===== src/rtl/wb_arbiter.sv =====
// Writeback arbiter for the register file's single write port: pipeline results take priority,
// long-latency results queue in a small FIFO, and a starvation guard stalls the pipeline so they drain.
module wb_arbiter #(
  parameter int DEPTH        = 4,
  parameter int STARVE_LIMIT = 8
) (
  input  logic        clk,
  input  logic        rst,
  input  logic        pipe_we,
  input  logic [4:0]  pipe_rd,
  input  logic [31:0] pipe_data,
  input  logic        lu_valid,
  input  logic [4:0]  lu_rd,
  input  logic [31:0] lu_data,
  output logic        lu_ready,
  output logic        pipe_stall,
  output logic [4:0]  wb_rd,
  output logic [31:0] rddata,
  output logic        we
);

  localparam int PTR_W = $clog2(DEPTH);
  localparam int CNT_W = $clog2(DEPTH + 1);
  localparam int SC_W  = $clog2(STARVE_LIMIT + 1);

  typedef struct packed {
    logic [4:0]  rd;
    logic [31:0] data;
  } entry_t;

  entry_t           mem [DEPTH];
  logic [PTR_W-1:0] wr_ptr;
  logic [PTR_W-1:0] rd_ptr;
  logic [CNT_W-1:0] count;
  logic [SC_W-1:0]  starve_cnt;

  logic fifo_empty;
  logic pipe_sel;
  logic lu_live;
  logic pop;
  logic bypass;
  logic push;
  logic blocked;
  logic starve_hit;

  // Ready comes from the registered count only, so a pop at full never frees a slot the same cycle.
  assign lu_ready   = !rst && (count != CNT_W'(DEPTH));
  assign fifo_empty = (count == '0);
  assign pipe_sel   = pipe_we && (pipe_rd != '0);
  assign lu_live    = lu_valid && lu_ready && (lu_rd != '0);
  assign pop        = !pipe_sel && !fifo_empty;
  assign bypass     = !pipe_sel && fifo_empty && lu_live;
  assign push       = lu_live && !bypass;
  assign blocked    = pipe_sel && !fifo_empty;
  assign starve_hit = blocked && (starve_cnt == SC_W'(STARVE_LIMIT - 1));

  // NOTE: the FIFO storage is deliberately not reset; count and pointers alone define which entries
  // are valid, so clearing them on reset discards stale data without a wide reset tree.
  always_ff @(posedge clk) begin
    if (push) mem[wr_ptr] <= '{rd: lu_rd, data: lu_data};
  end

  // NOTE: sequential state uses non-blocking assignments so every register samples pre-edge values.
  always_ff @(posedge clk) begin
    if (rst) begin
      wr_ptr     <= '0;
      rd_ptr     <= '0;
      count      <= '0;
      starve_cnt <= '0;
      pipe_stall <= 1'b0;
      we         <= 1'b0;
      wb_rd      <= '0;
      rddata     <= '0;
    end else begin
      if (push) wr_ptr <= wr_ptr + 1'b1;
      if (pop)  rd_ptr <= rd_ptr + 1'b1;

      if (push && !pop)      count <= count + 1'b1;
      else if (pop && !push) count <= count - 1'b1;

      if (pop || fifo_empty || starve_hit) starve_cnt <= '0;
      else if (blocked)                    starve_cnt <= starve_cnt + 1'b1;

      pipe_stall <= starve_hit;
      we         <= pipe_sel || pop || bypass;

      // Address/data hold when nothing is selected.
      if (pipe_sel) begin
        wb_rd  <= pipe_rd;
        rddata <= pipe_data;
      end else if (pop) begin
        wb_rd  <= mem[rd_ptr].rd;
        rddata <= mem[rd_ptr].data;
      end else if (bypass) begin
        wb_rd  <= lu_rd;
        rddata <= lu_data;
      end
    end
  end

endmodule


===== config.mk =====
export PLATFORM = sky130hd
export DESIGN_NAME = wb_arbiter
export DESIGN_NICKNAME = d
export VERILOG_FILES = /design/src/rtl/wb_arbiter.sv
export SDC_FILE = /design/constraint.sdc
export NUM_CORES = 1
export LEC_CHECK = 0
export ABC_CLOCK_PERIOD_IN_PS = 2900
export BUFFER_PORTS_ARGS = -buffer_cell sky130_fd_sc_hd__buf_2
export CORE_MARGIN = 2
export CORE_UTILIZATION = 25
export CTS_CLUSTER_DIAMETER = 80
export DETAILED_ROUTE_END_ITERATION = 16
export GPL_TIMING_DRIVEN = 0
export HOLD_SLACK_MARGIN = 0.12
export MAX_ROUTING_LAYER = met4
export SYNTH_ARGS = -nofsm -noshare
export SYNTH_HDL_FRONTEND = slang
export SYNTH_SLANG_ARGS = --single-unit

===== constraint.sdc =====
create_clock -name clk -period 2.9 [get_ports clk]
set_input_delay 0.435 -clock clk [delete_from_list [all_inputs] [get_ports clk]]
set_output_delay 0.435 -clock clk [all_outputs]
set_load 0.005 [all_outputs]

==> out/results.env <==
STATUS='completed'
CRITICAL_PATH_BUF_INV_COUNT=4
CRITICAL_PATH.MAX_FANOUT=8
SEQUENCE_OF_CELLS_ON_THE_CRITICAL_PATH='or3_1 > buf_2 > and3_1 > buf_2 > inv_2 > ha_1 > inv_1 > fa_1 > xor2_1 > or3_1 > a21oi_1'
CLK_PIN_SLEW_NS=0.07
ASR_FLOP_RATIO_SYNTH=0
GRT_SETUP_UNREPAIRED='no'
GLOBALROUTETOTALUTIL=0.1285
HOLD_VIOL_FINAL=0
ROW_CNT=67
DRIVE_GT1_FRAC=0.3724
FINAL_NET_COUNT=746
FINAL.SETUP_SKEW_NS=0.008994
INITIAL_UTIL=0.2522
DIE_AR_MM2=0.03514
POWER.IR.VDD_WORST_mV=0.3598
TIGHTESTPINTRANSITION_NS=1.023
CP_SLOWEST_STAGE_DELAY_NS=0.41
POST-CTS-SETUP-BUFFER-COUNT=0
SWITCHING_POWER_uW=2500
PLACEDCELLCOUNT=1090
INTERNAL_POWER_uW=5528
SYNTH_EDF_COUNT=148
ROUTED-VIA-COUNT=5048
H-TREE-DEPTH=4
DIE-HEIGHT_UM=187.4
REMAINING_DRC_ERRORS=0
POST_CTS_SIZING_COUNT=0
WL_PER_CELL_UM=19.13
SYNTHDISTINCTLIBCELLS=52
LARGEST_NET_DEGREE_AT_THE_START_OF_GLOBAL_ROUTING=24
FINALWIRELENGTH_UM=21560
CHIPWIDTH_UM=187.4
FINALCRITPERIODSHARE=0.9071
COMB_POWER_SHARE=0.271
SLEW_HEADROOM=0.3141
WORST_SETUP_PATH_END_KIND='flop'
POSTCTSHOLDBUFS=0
GRT_FIRST_PASS_WIRELENGTH_UM=32020
FINALPOWER_uW=8028
SYN-INSTANCE-COUNT=524
FIN_CRIT_NS=2.631
HP-CLASS='in -> reg'
TRITONCTS='built'
FINAL_AREA_MM2=0.01024
SETUP_VIOL_COUNT_FINAL=0
NUMCLOCKSINKS=200
POWER.DENSITY_CELL_AREA_mW_PER_MM2=784.2
WORSTSKEWPAIRLATENCY_NS=0.44
CRIT_PATH_TOP_DELAY_CELL='sky130_fd_sc_hd__dfxtp_1'
ROUTE.DETAILED.VIAS_PER_INST=4.479
PLACE.DETAILED.HPWL_UM=14890
GRT_PASS1_VIAS=5170
CTS_MADE_BUFFERS=17
GR-TOTAL-OVERFLOW=0
POWER_FRAC_SEQ=0.431
YS_DOMINANT_REG_CELL='sky130_fd_sc_hd__edfxtp_1'
PWR-SHARE-CLK=0.298
NUMPORTBUFFERS=114
IO_PINS=118
SEQ_AREA_FRAC_SYNTH=0.6520
FIRST_PASS_ITERS=4
MAX_CAP_VIOL_COUNT=0
SETUP.WORST_PATH.CLASS='reg -> reg'
SETUP.WORST_PATH.START_CLASS='flop'
AREA.GROWTH.SYNTH_TO_FINAL_PCT=21.68
CRITICAL_PATH_REQUIRED_NS=3.27
CELLLEAKAGEPOWER_uW=0.003692
CLOCKBUFFERDEPTH=2
CRITICAL_PATH.TOP_DELAY_FAMILY='simple AND/OR/NAND/NOR gates'
POWER.SHARE.SWITCHING=0.3114
POSTSYNTHAREAPERCELL_UM2=16.06
POSTSYNTHREGISTERBITS=200
FMAXACHIEVABLE_MHz=380.1
PLACE_AREA_MM2=0.009629
GP_CONGESTION=0.7378
SLEW_VIOL_FINAL=0
FIN_SETUP_TNS_NS=0
LAYOUT.FILLER_CELLS=3373
SYN_AREA_MM2=0.008413
DRT_ITER0_DRC=374
ANTENNA_FOUND_INITIAL=5
FINISH.CELL_COUNT_WITHOUT_FILLERS=1127
SYNTH_FP_NETS=609
YOSYS_WARNINGS=0
CTS_ROOT_BUF='sky130_fd_sc_hd__clkbuf_16'
TIMING.CRITICAL_PATH.ARRIVAL_NS=3.00
DRTANTENNAVIOLNETS=0
FLOORPLAN_CORE_AREA_MM2=0.03336
==> cell type report <==
class | instances | area (µm²) | area share
sequential | 200 | 5485 | 0.5358
multi-input combinational | 280 | 2659 | 0.2597
timing repair buffer | 118 | 650.6 | 0.06355
tap | 448 | 560.5 | 0.05475
clock buffer | 17 | 425.4 | 0.04155
buffer | 38 | 256.5 | 0.02506
clock inverter | 15 | 165.2 | 0.01613
inverter | 6 | 22.52 | 0.002200
antenna | 5 | 12.51 | 0.001222
==> kinds of logic (layout without fill, tap and decap cells) <==
group                    count (synthesis)  count (layout)  share of synthesized area
flip-flops                             200             200                     0.6520
AND/OR/NAND/NOR                        135             135                    0.09146
AO/OA/AOI/OAI                           93              93                     0.1044
buffers and inverters                   44             194                    0.03316
multiplexers                            39              39                     0.1014
adder cells (fa/ha/maj)                  7               7                    0.01130
XOR/XNOR                                 6               6                   0.006246
other                                    0               5                          0
==> layer usage <==
| layer | global-route usage | routed length, µm |
|---|---|---|
| met4 | 0.04452 | 463 |
| met1 | 0.1517 | 9291 |
| met3 | 0.03583 | 1176 |
| met5 | - | 0 |
| met2 | 0.2110 | 10630 |
==> worst paths after layout <==
kind                                        startpoint                      to  slack, ns  cells after the start
worst max-delay path             count[0]$_SDFFE_PP0P_   count[2]$_SDFFE_PP0P_       0.27                     11
worst min register to register  rddata[1]$_SDFFE_PP0P_  rddata[1]$_SDFFE_PP0P_       0.46                      1
worst max register to register   count[0]$_SDFFE_PP0P_   count[2]$_SDFFE_PP0P_       0.27                     11
worst min-delay path                        lu_data[9]     mem[3][9]$_DFFE_PP_       0.22                      1
==> power by group through the flow <==
stage / combinational (µW) / clock, µW / sequential, µW
after floorplan: 1430 / 0 / 3520
after global placement: 2200 / 0 / 3530
after detailed placement: 2240 / 0 / 3530
after CTS: 2240 / 2460 / 3460
after global routing: 2420 / 2570 / 3490
final: 2170 / 2390 / 3460
==> metrics by stage <==
stage,hold WS (ns),worst slack (ns),utilization
after floorplan,0.4176,0.3022,-
after global placement,0.4367,-0.8064,0.2861
after detailed placement,0.4490,0.1183,0.2886
after CTS,0.2099,0.1425,0.3063
after global routing,0.2116,0.09920,0.3068
final,0.2243,0.2693,0.3068
==> synth_stat cells, types with 3 or more instances <==
library cell | number | area [µm²]
sky130_fd_sc_hd__a211oi_1 | 9 | 67.56
sky130_fd_sc_hd__a21oi_1 | 4 | 20.02
sky130_fd_sc_hd__a222oi_1 | 3 | 30.03
sky130_fd_sc_hd__a32o_1 | 31 | 310.3
sky130_fd_sc_hd__and2_1 | 5 | 31.28
sky130_fd_sc_hd__buf_12 | 4 | 80.08
sky130_fd_sc_hd__buf_2 | 8 | 40.04
sky130_fd_sc_hd__buf_4 | 6 | 45.04
sky130_fd_sc_hd__clkbuf_1 | 16 | 60.06
sky130_fd_sc_hd__dfxtp_1 | 52 | 1041
sky130_fd_sc_hd__edfxtp_1 | 148 | 4444
sky130_fd_sc_hd__ha_1 | 6 | 75.07
sky130_fd_sc_hd__inv_1 | 5 | 18.77
sky130_fd_sc_hd__mux4_2 | 37 | 833.3
sky130_fd_sc_hd__nand2_1 | 68 | 255.2
sky130_fd_sc_hd__nand3_1 | 4 | 20.02
sky130_fd_sc_hd__nand3_2 | 28 | 280.3
sky130_fd_sc_hd__nand4_1 | 3 | 18.77
sky130_fd_sc_hd__nor2_1 | 11 | 41.29
sky130_fd_sc_hd__nor4_1 | 3 | 18.77
sky130_fd_sc_hd__o21ba_1 | 30 | 300.3
sky130_fd_sc_hd__xor2_1 | 4 | 35.03
==> sequential cells by signal, summed over array words and instances, names as in the netlist, named ones only <==
register,cells
count,3
mem,148
pipe_stall,1
rd_ptr,2
rddata,32
starve_cnt,4
wb_rd,5
we,1
wr_ptr,2
==> cells in the final DEF (no fill, tap or decap), drive strengths merged, types with 4 or more instances in the layout <==
master / Yosys / routed
buf: 21 / 139
nand3: 32 / 32
nor2: 11 / 11
nand2: 68 / 68
clkbuf: 17 / 34
clkinv: 0 / 6
a211oi: 11 / 11
inv: 6 / 11
nor4: 4 / 4
ha: 6 / 6
diode: 0 / 5
o21ba: 31 / 31
a32o: 31 / 31
xor2: 4 / 4
mux4: 37 / 37
and2: 5 / 5
edfxtp: 148 / 148
a21oi: 4 / 4
dfxtp: 52 / 52
(Power assumes the default switching activity.)
